## config.mk

```make
export PLATFORM = sky130hd
export DESIGN_NAME = systolic_core_sequencer
export DESIGN_NICKNAME = d
export VERILOG_FILES = /design/src/rtl/systolic_pkg.sv /design/src/rtl/seq_lane_decode.sv /design/src/rtl/systolic_core_sequencer.sv
export SDC_FILE = /design/constraint.sdc
export NUM_CORES = 1
export LEC_CHECK = 0
export CAP_MARGIN = 15
export CORE_MARGIN = 2
export CORE_UTILIZATION = 40
export CTS_CLUSTER_DIAMETER = 120
export DETAILED_ROUTE_END_ITERATION = 6
export GPL_TIMING_DRIVEN = 0
export PLACE_DENSITY = 0.69
export SETUP_SLACK_MARGIN = 0.3
export SLEW_MARGIN = 5
export SYNTH_ARGS = -nofsm -noshare
export SYNTH_HDL_FRONTEND = slang
export SYNTH_SLANG_ARGS = --single-unit
export TNS_END_PERCENT = 5
```

## constraint.sdc

```tcl
create_clock -name clk -period 5.33 [get_ports clk]
set_input_delay 1.599 -clock clk [delete_from_list [all_inputs] [get_ports clk]]
set_output_delay 1.599 -clock clk [all_outputs]
set_load 0.01 [all_outputs]
```

## src/rtl/systolic_pkg.sv

```systemverilog
// Shared definitions for the systolic tile: default geometry, sequencer state
// encoding and the width helpers used by the controller and PE array.
package systolic_pkg;

  localparam int ARRAY_N_DEF  = 8;
  localparam int PIPE_LAT_DEF = 1;

  typedef enum logic [2:0] {
    ST_IDLE     = 3'd0,
    ST_FEED     = 3'd1,
    ST_DRAIN    = 3'd2,
    ST_DONE     = 3'd3,
    ST_WAIT_LOW = 3'd4
  } seq_state_t;

  // Wavefront index width: holds 0..2*n-2.
  function automatic int step_w(input int n);
    return (2 * n - 1 > 1) ? $clog2(2 * n - 1) : 1;
  endfunction

  function automatic int idx_w(input int n);
    return (n > 1) ? $clog2(n) : 1;
  endfunction

  // Drain counter width: holds 0..n+p-1.
  function automatic int drain_w(input int n, input int p);
    return (n + p > 1) ? $clog2(n + p) : 1;
  endfunction

endpackage

```

## src/rtl/seq_lane_decode.sv

```systemverilog
// Per-lane wavefront decode: a lane injects while the wavefront covers it and
// feeds operand index step-lane; disabled lanes report index 0.
module seq_lane_decode
  import systolic_pkg::*;
#(
  parameter  int ARRAY_N = ARRAY_N_DEF,
  localparam int STEP_W  = step_w(ARRAY_N),
  localparam int IDX_W   = idx_w(ARRAY_N)
) (
  input  logic [STEP_W-1:0] step_in,
  input  logic [IDX_W-1:0]  lane_in,
  output logic              en_out,
  output logic [IDX_W-1:0]  k_idx_out
);

  // One spare bit keeps the subtraction and range compare free of wrap.
  localparam int EW = STEP_W + 1;

  logic [EW-1:0] step_x;
  logic [EW-1:0] lane_x;
  logic [EW-1:0] diff;

  always_comb begin
    step_x    = EW'(step_in);
    lane_x    = EW'(lane_in);
    diff      = step_x - lane_x;
    en_out    = (step_x >= lane_x) && (diff <= EW'(ARRAY_N - 1));
    k_idx_out = en_out ? diff[IDX_W-1:0] : '0;
  end

endmodule

```

## src/rtl/systolic_core_sequencer.sv

```systemverilog
// Tile sequencer: skews operands into the array over 2N-1 wavefront steps,
// waits for the PE pipeline to drain, then pulses done once per start request.
module systolic_core_sequencer
  import systolic_pkg::*;
#(
  parameter  int ARRAY_N  = ARRAY_N_DEF,
  parameter  int PIPE_LAT = PIPE_LAT_DEF,
  localparam int STEP_W   = step_w(ARRAY_N),
  localparam int IDX_W    = idx_w(ARRAY_N)
) (
  input  logic                     clk,
  input  logic                     rst,
  input  logic                     core_rst_in,
  input  logic                     start_in,
  output logic                     done_out,
  output logic                     busy_out,
  output logic                     feed_valid_out,
  output logic [STEP_W-1:0]        feed_step_out,
  output logic [ARRAY_N-1:0]       lane_en_out,
  output logic [ARRAY_N*IDX_W-1:0] k_idx_out,
  output logic                     acc_clear_out
);

  localparam int DRAIN_W = drain_w(ARRAY_N, PIPE_LAT);
  localparam logic [STEP_W-1:0]  LAST_STEP  = STEP_W'(2 * ARRAY_N - 2);
  localparam logic [DRAIN_W-1:0] DRAIN_LAST = DRAIN_W'(ARRAY_N + PIPE_LAT - 1);

  seq_state_t         state_q, state_d;
  logic [STEP_W-1:0]  step_q, step_d;
  logic [DRAIN_W-1:0] drain_q, drain_d;
  logic               acc_clear_q, acc_clear_d;

  logic [ARRAY_N-1:0]       lane_en_raw;
  logic [ARRAY_N*IDX_W-1:0] k_idx_raw;

  // NOTE: state registers use non-blocking assignments so every flop samples
  // the pre-edge values; blocking here would create order-dependent races.
  always_ff @(posedge clk or posedge rst) begin
    if (rst) begin
      state_q     <= ST_IDLE;
      step_q      <= '0;
      drain_q     <= '0;
      acc_clear_q <= 1'b0;
    end else begin
      state_q     <= state_d;
      step_q      <= step_d;
      drain_q     <= drain_d;
      acc_clear_q <= acc_clear_d;
    end
  end

  // NOTE: every signal gets a default before the case so no path can leave
  // one unassigned, which would otherwise infer a latch.
  always_comb begin
    state_d     = state_q;
    step_d      = step_q;
    drain_d     = drain_q;
    acc_clear_d = core_rst_in;

    if (core_rst_in) begin
      state_d = ST_IDLE;
      step_d  = '0;
      drain_d = '0;
    end else begin
      unique case (state_q)
        ST_IDLE: begin
          if (start_in) begin
            state_d = ST_FEED;
            step_d  = '0;
          end
        end
        ST_FEED: begin
          if (step_q == LAST_STEP) begin
            state_d = ST_DRAIN;
            step_d  = '0;
            drain_d = '0;
          end else begin
            step_d = step_q + 1'b1;
          end
        end
        ST_DRAIN: begin
          if (drain_q == DRAIN_LAST) begin
            state_d = ST_DONE;
            drain_d = '0;
          end else begin
            drain_d = drain_q + 1'b1;
          end
        end
        ST_DONE: begin
          state_d = start_in ? ST_WAIT_LOW : ST_IDLE;
        end
        ST_WAIT_LOW: begin
          if (!start_in) state_d = ST_IDLE;
        end
        default: state_d = ST_IDLE;
      endcase
    end
  end

  for (genvar i = 0; i < ARRAY_N; i++) begin : g_lane
    seq_lane_decode #(.ARRAY_N(ARRAY_N)) u_dec (
      .step_in   (step_q),
      .lane_in   (IDX_W'(i)),
      .en_out    (lane_en_raw[i]),
      .k_idx_out (k_idx_raw[i*IDX_W +: IDX_W])
    );
  end

  always_comb begin
    feed_valid_out = (state_q == ST_FEED);
    busy_out       = (state_q == ST_FEED) || (state_q == ST_DRAIN) || (state_q == ST_DONE);
    done_out       = (state_q == ST_DONE);
    feed_step_out  = feed_valid_out ? step_q : '0;
    lane_en_out    = feed_valid_out ? lane_en_raw : '0;
    k_idx_out      = feed_valid_out ? k_idx_raw : '0;
    acc_clear_out  = acc_clear_q;
  end

endmodule

```

==> results.sh <==
export IMPL_status="finished clean"
export IMPL_ys_seq_elements=12
export IMPL_htree_num_levels=1
export IMPL_cts_tree="yes"
export IMPL_crit_path_end_kind="output pin"
export IMPL_grt_busiest_layer="met2"
export IMPL_grt_pass1_vias=1403
export IMPL_setup_viol=0
export IMPL_synth_edff_count=0
export IMPL_drtIter0Drc=98
export IMPL_slowest_stage="clkdlybuf4s50_1"
export IMPL_maxCapViolCount=0
export IMPL_use_met3_pct=1.71
export IMPL_crit_fanout=10
export IMPL_antenna_left=0
export IMPL_layout_commonest_cell="clkdlybuf4s50_1"
export IMPL_reg2reg_from="step_q[0]"
export IMPL_holdBufCountCts=0
export IMPL_p_per_area_nw_per_um2=123
export IMPL_min_from="drain_q[2]"
export IMPL_synthArstFlopShare_pct=100
export IMPL_instances_no_fill=279
export IMPL_num_rows=22
export IMPL_holdWs_ps=531
export IMPL_clkTransAtPathRegs_ps=50
export IMPL_start_kind="flip-flop"
export IMPL_viasPerCell=5.29
export IMPL_crit_path_start="step_q[0]"
export IMPL_drc=0
export IMPL_required_ps=3730
export IMPL_slew_headroom_pct=46.2
export IMPL_synth_top_cell_area_share_pct=19.8
export IMPL_synthFlopType="dfrtp_1"
export IMPL_hold_path_class="flip-flop to flip-flop"
export IMPL_synthDistinctLibCells=51
export IMPL_core_um2=3660
export IMPL_drive_gt1_share_pct=9.09
export IMPL_syn_instance_count=185
export IMPL_cp_common_cell="nor3b_1"
export IMPL_io_pins=44
export IMPL_fillCellCount=353
export IMPL_cp_data_arrival_time_ps=3230
export IMPL_firstDrtPassIters=4
export IMPL_dp_cells=276
export IMPL_clk_path_buf_depth=2
export IMPL_dp_hpwl_mm=2.99
export IMPL_met2_usage_pct=32.3
export IMPL_antenna_cells=0
export IMPL_fin_setup_tns_ps=0
export IMPL_vias=1475
export IMPL_worst_pin_slew_ps=787
export IMPL_clock_latency_ps=240
export IMPL_place_congestion=0.805
export IMPL_die_x_um=65.6
export IMPL_netlist_top_cell_by_area="dfrtp_1"
export IMPL_yosys_warnings=0
export IMPL_die_area_um2=4310
export IMPL_syn_area_per_cell_um2=8.21
export IMPL_routed_wl_mm=4.01
export IMPL_grt_met1_usage_pct=25.1
export IMPL_cp_cell_sequence="clkbuf_1, inv_1, ha_1, nor3b_1, a221o_2, nor3b_1, clkdlybuf4s50_1"
export IMPL_finalClockSkew_ps=1.07
export IMPL_hold_viol_final=0
export IMPL_critPathKind="flip-flop to output pin"
export IMPL_grt_setup_unrepaired="no"
export IMPL_cts_buffers=3
export IMPL_cts_setup_buffers=0
export IMPL_synth_nets=211
export IMPL_timing_final_max_slew_violations=0
export IMPL_irDropWorstVdd_uv=52.8
export IMPL_ys_seq_area_share_pct=19.8
export IMPL_finalCriticalPeriod_ps=4830
export IMPL_root_buffer="clkbuf_8"
export IMPL_avgRoutedWirePerCell_um=14.4
export IMPL_final_nets=259
export IMPL_area_growth_pct=35.0
export IMPL_grt_pass1_wl_mm=6.47
export IMPL_cts_resized_gates=0
export IMPL_netlist_area_um2=1520
export IMPL_final_period_utilization_pct=90.6
export IMPL_grt_ovfl_total=0
export IMPL_antenna_found_initial=0
export IMPL_final_cell_mix="43 x clkdlybuf4s50_1, 22 x ha_1, 18 x nor2_1, 15 x nor3_1, 14 x inv_1"
export IMPL_total_power_mw=0.253
export IMPL_cp_slowest_stage_delay_ps=560
export IMPL_p_leak_nw=0.858
export IMPL_synth_area_leaders="dfrtp_1 20%, ha_1 18%, nor3_1 4.9%"
export IMPL_grt_max_degree=13
export IMPL_fin_util_pct=56.0
export IMPL_initial_core_util_pct=41.5
export IMPL_max_freq_mhz=207
export IMPL_place_port_buffers=43
export IMPL_grt_use_total_pct=19.2
export IMPL_die_h_um=65.6
export IMPL_clock_sinks=12
[final timing paths]
| check | end | slack (ps) | cells past startpoint |
|---|---|---|---|
| setup / recovery | k_idx_out[11] | 500 | 7 |
| hold / removal | drain_q[2] | 530 | 1 |
| max in group asynchronous | step_q[3] | 3360 | 2 |
| min in group asynchronous | drain_q[1] | 1670 | 2 |
| hold reg to reg | drain_q[2] | 530 | 1 |
| setup reg to reg | drain_q[0] | 2960 | 6 |
[registers in the layout, indices dropped and copies added, names as in the netlist]
signal	cells
acc_clear_out	1
step_q	4
drain_q	4
state_q	3
[through the flow]
| stage | cell area [µm²] | setup WS [ps] |
|---|---|---|
| global placement | 2010 | 775 |
| CTS | 2050 | 497 |
| detailed placement | 2010 | 779 |
| finish | 2050 | 503 |
| global route | 2050 | 307 |
| floorplan | 1520 | 1650 |
[cell families after synthesis]
group,after synthesis,synth area share (%)
simple gates,85,31.9
compound gates,34,16.9
buf+inv,23,7.66
fa+ha+maj,22,18.1
flops,12,19.8
xor+xnor,5,2.88
mux,4,2.80
[cells in the mapped netlist, drive strengths merged (2+ instances only)]
master and n:
ha 22, nor2 18, nor3 15, inv 14
dfrtp 12, nand2 12, a21oi 9, nor3b 7
buf 6, nor2b 5, nor4 5, a22o 4
and2 4, and3b 4, xnor2 4, a21boi 3
a221o 3, clkbuf 3, and3 2, mux2 2
mux2i 2, nor4b 2, o21bai 2, o31ai 2
or3b 2
[routing by layer]
| metal | routed length, µm | up-vias |
|---|---|---|
| li1 | - | 753 |
| met1 | 1840 | 679 |
| met2 | 1930 | 38 |
| met3 | 192 | 5 |
| met4 | 48 | 0 |
| met5 | 0 | - |
[report_power, final]
| group | leakage, nW | total, mW | switching (mW) | internal [mW] |
|---|---|---|---|---|
| logic | 0.673 | 0.0737 | 0.0423 | 0.0313 |
| registers | 0.163 | 0.0982 | 0.00453 | 0.0937 |
| clock network | 0.0216 | 0.0809 | 0.0313 | 0.0496 |
[cell type report]
cell class,count,area (µm²),area share [%]
plain buffers,9,63.8,3.11
clock buffers,3,41.3,2.01
inverters,14,52.6,2.56
multi-input cells,150,1100,53.8
flip-flops and latches,12,300,14.6
well taps,48,60.1,2.93
repair buffers,43,430,21.0
[worst max-delay path, delay by kind of cell, from the launching register on]
family | cells | cell delay (ps)
buf+inv | 3 | 1220
fa+ha+maj | 1 | 480
compound gates | 1 | 440
flops | 1 | 430
simple gates | 2 | 410
(Power assumes the default switching activity.)
==> patch (config.mk and constraints unchanged) <==
Set the package constant `ARRAY_N_DEF` to 16 (it was 8).
--- a/src/rtl/systolic_pkg.sv
+++ b/src/rtl/systolic_pkg.sv
@@ -4,3 +4,3 @@
 
-  localparam int ARRAY_N_DEF  = 8;
+  localparam int ARRAY_N_DEF  = 16;
   localparam int PIPE_LAT_DEF = 1;
Ports: changed (resized feed_step_out, k_idx_out and lane_en_out); port bits go from 44 to 93. The function was not compared with the original's and may differ.
==> patch against the unedited design <==
  * Final area grew 55%
  * Synthesized area grew 38%
  * Register-to-register slack lost 0.20 ns
  * Critical path depth grew 2
  * Total power grew 20%
  * Worst setup slack lost 0.038 ns
  * Core utilization grew 6.6 points
  * First-iteration DRC count grew 110%
  * Count of clock-buffer cells in the layout grew 1
  * Non-clock buffer count grew 60
  * Sequential cell count grew 2
  * Routed wire length grew 72%
  * Global-route usage grew 5.0 points
  * Worst hold slack gained 0.014 ns
==> patch: results (changes against the unedited design) <==
* Run status: finished clean
* First-pass GRT wire length at 11700 um (+81%)
* Final hold slack at 0.545 ns (+0.0144 ns)
* Met1 Resource Use GR at 31.3% (+6.2 points)
* Biggest regs: drain_q: 5 flops, step_q: 5 flops, state_q: 3 flops
* Vias per Instance at 5.24 (-0.95%)
* Top cells by area, synth: dfrtp_1 (17%), ha_1 (15%), nor2_1 (8.2%)
* Hold Startpoint: drain_q[4]
* Worst Setup SP: step_q[1]
* Synth cell types at 55 (+7.8%)
* Relative slew slack at 56.1% (+9.9 points)
* Worst r2r path cells at 7 (+1)
* Synth cell count leaders: nor2_1 (46), ha_1 (25), inv_1 (25)
* Port bufs at 92 (+110%)
* Seq/Total Area, Yosys at 16.7% (-3.1 points)
* Initial DRC Count at 209 (+110%)
* R2r setup slk at 2.76 ns (-0.20 ns)
* Worst EP arrival at 3.27 ns (+0.04 ns)
* Met2 WL post-DR at 3500 um (+81%)
* Pre-CTS setup slack at 0.358 ns (-0.421 ns)
* P_clk at 102 uW (+26%)
* Clock group share of total power at 33.6% (+1.6 points)
* Leakage at 0.00135 uW (+57%)
* HPWL Detailed at 5330 um (+78%)
* Maximum vdd ir drop at 0.000135 V (+160%)
* Largest net degree at the start of global routing at 15 (+2)
[patch: cell types whose count changed in the layout (fill, tap and decap cells not counted), sizes merged, moves of 5 or more]
cell	change
a21oi	+6
and2	+12
and3	+5
clkbuf	+11
clkdlybuf4s50	+49
inv	+11
nand3	+9
nor2	+30
nor2b	+6
nor3b	-6
o21ai	+12
xnor2	+5
[patch: kinds of logic after synthesis]
family | count (synthesis) | share of synthesized area (%)
buffers and inverters | 46 | 8.95
xor gates and xnor gates | 14 | 5.85
AOI/OAI and AO/OA | 56 | 18.1
and+or+nand+nor | 142 | 35.0
adders and majority gates | 25 | 14.9
muxes | 1 | 0.478
DFF | 14 | 16.7
[patch: cell type report]
cell class	instances	area, um2
clock buffer	4	55.1
fill	522	1900
tap	70	87.6
sequential	14	350
timing repair buffer	93	928
buffer	19	92.6
multi-input combinational	238	1560
inverter	27	106
[patch: repair_timing]
action	CTS	global route
setup endpoints to repair	15	19
setup buffers	0	1
gates resized for setup	4	5
pin swaps	0	0
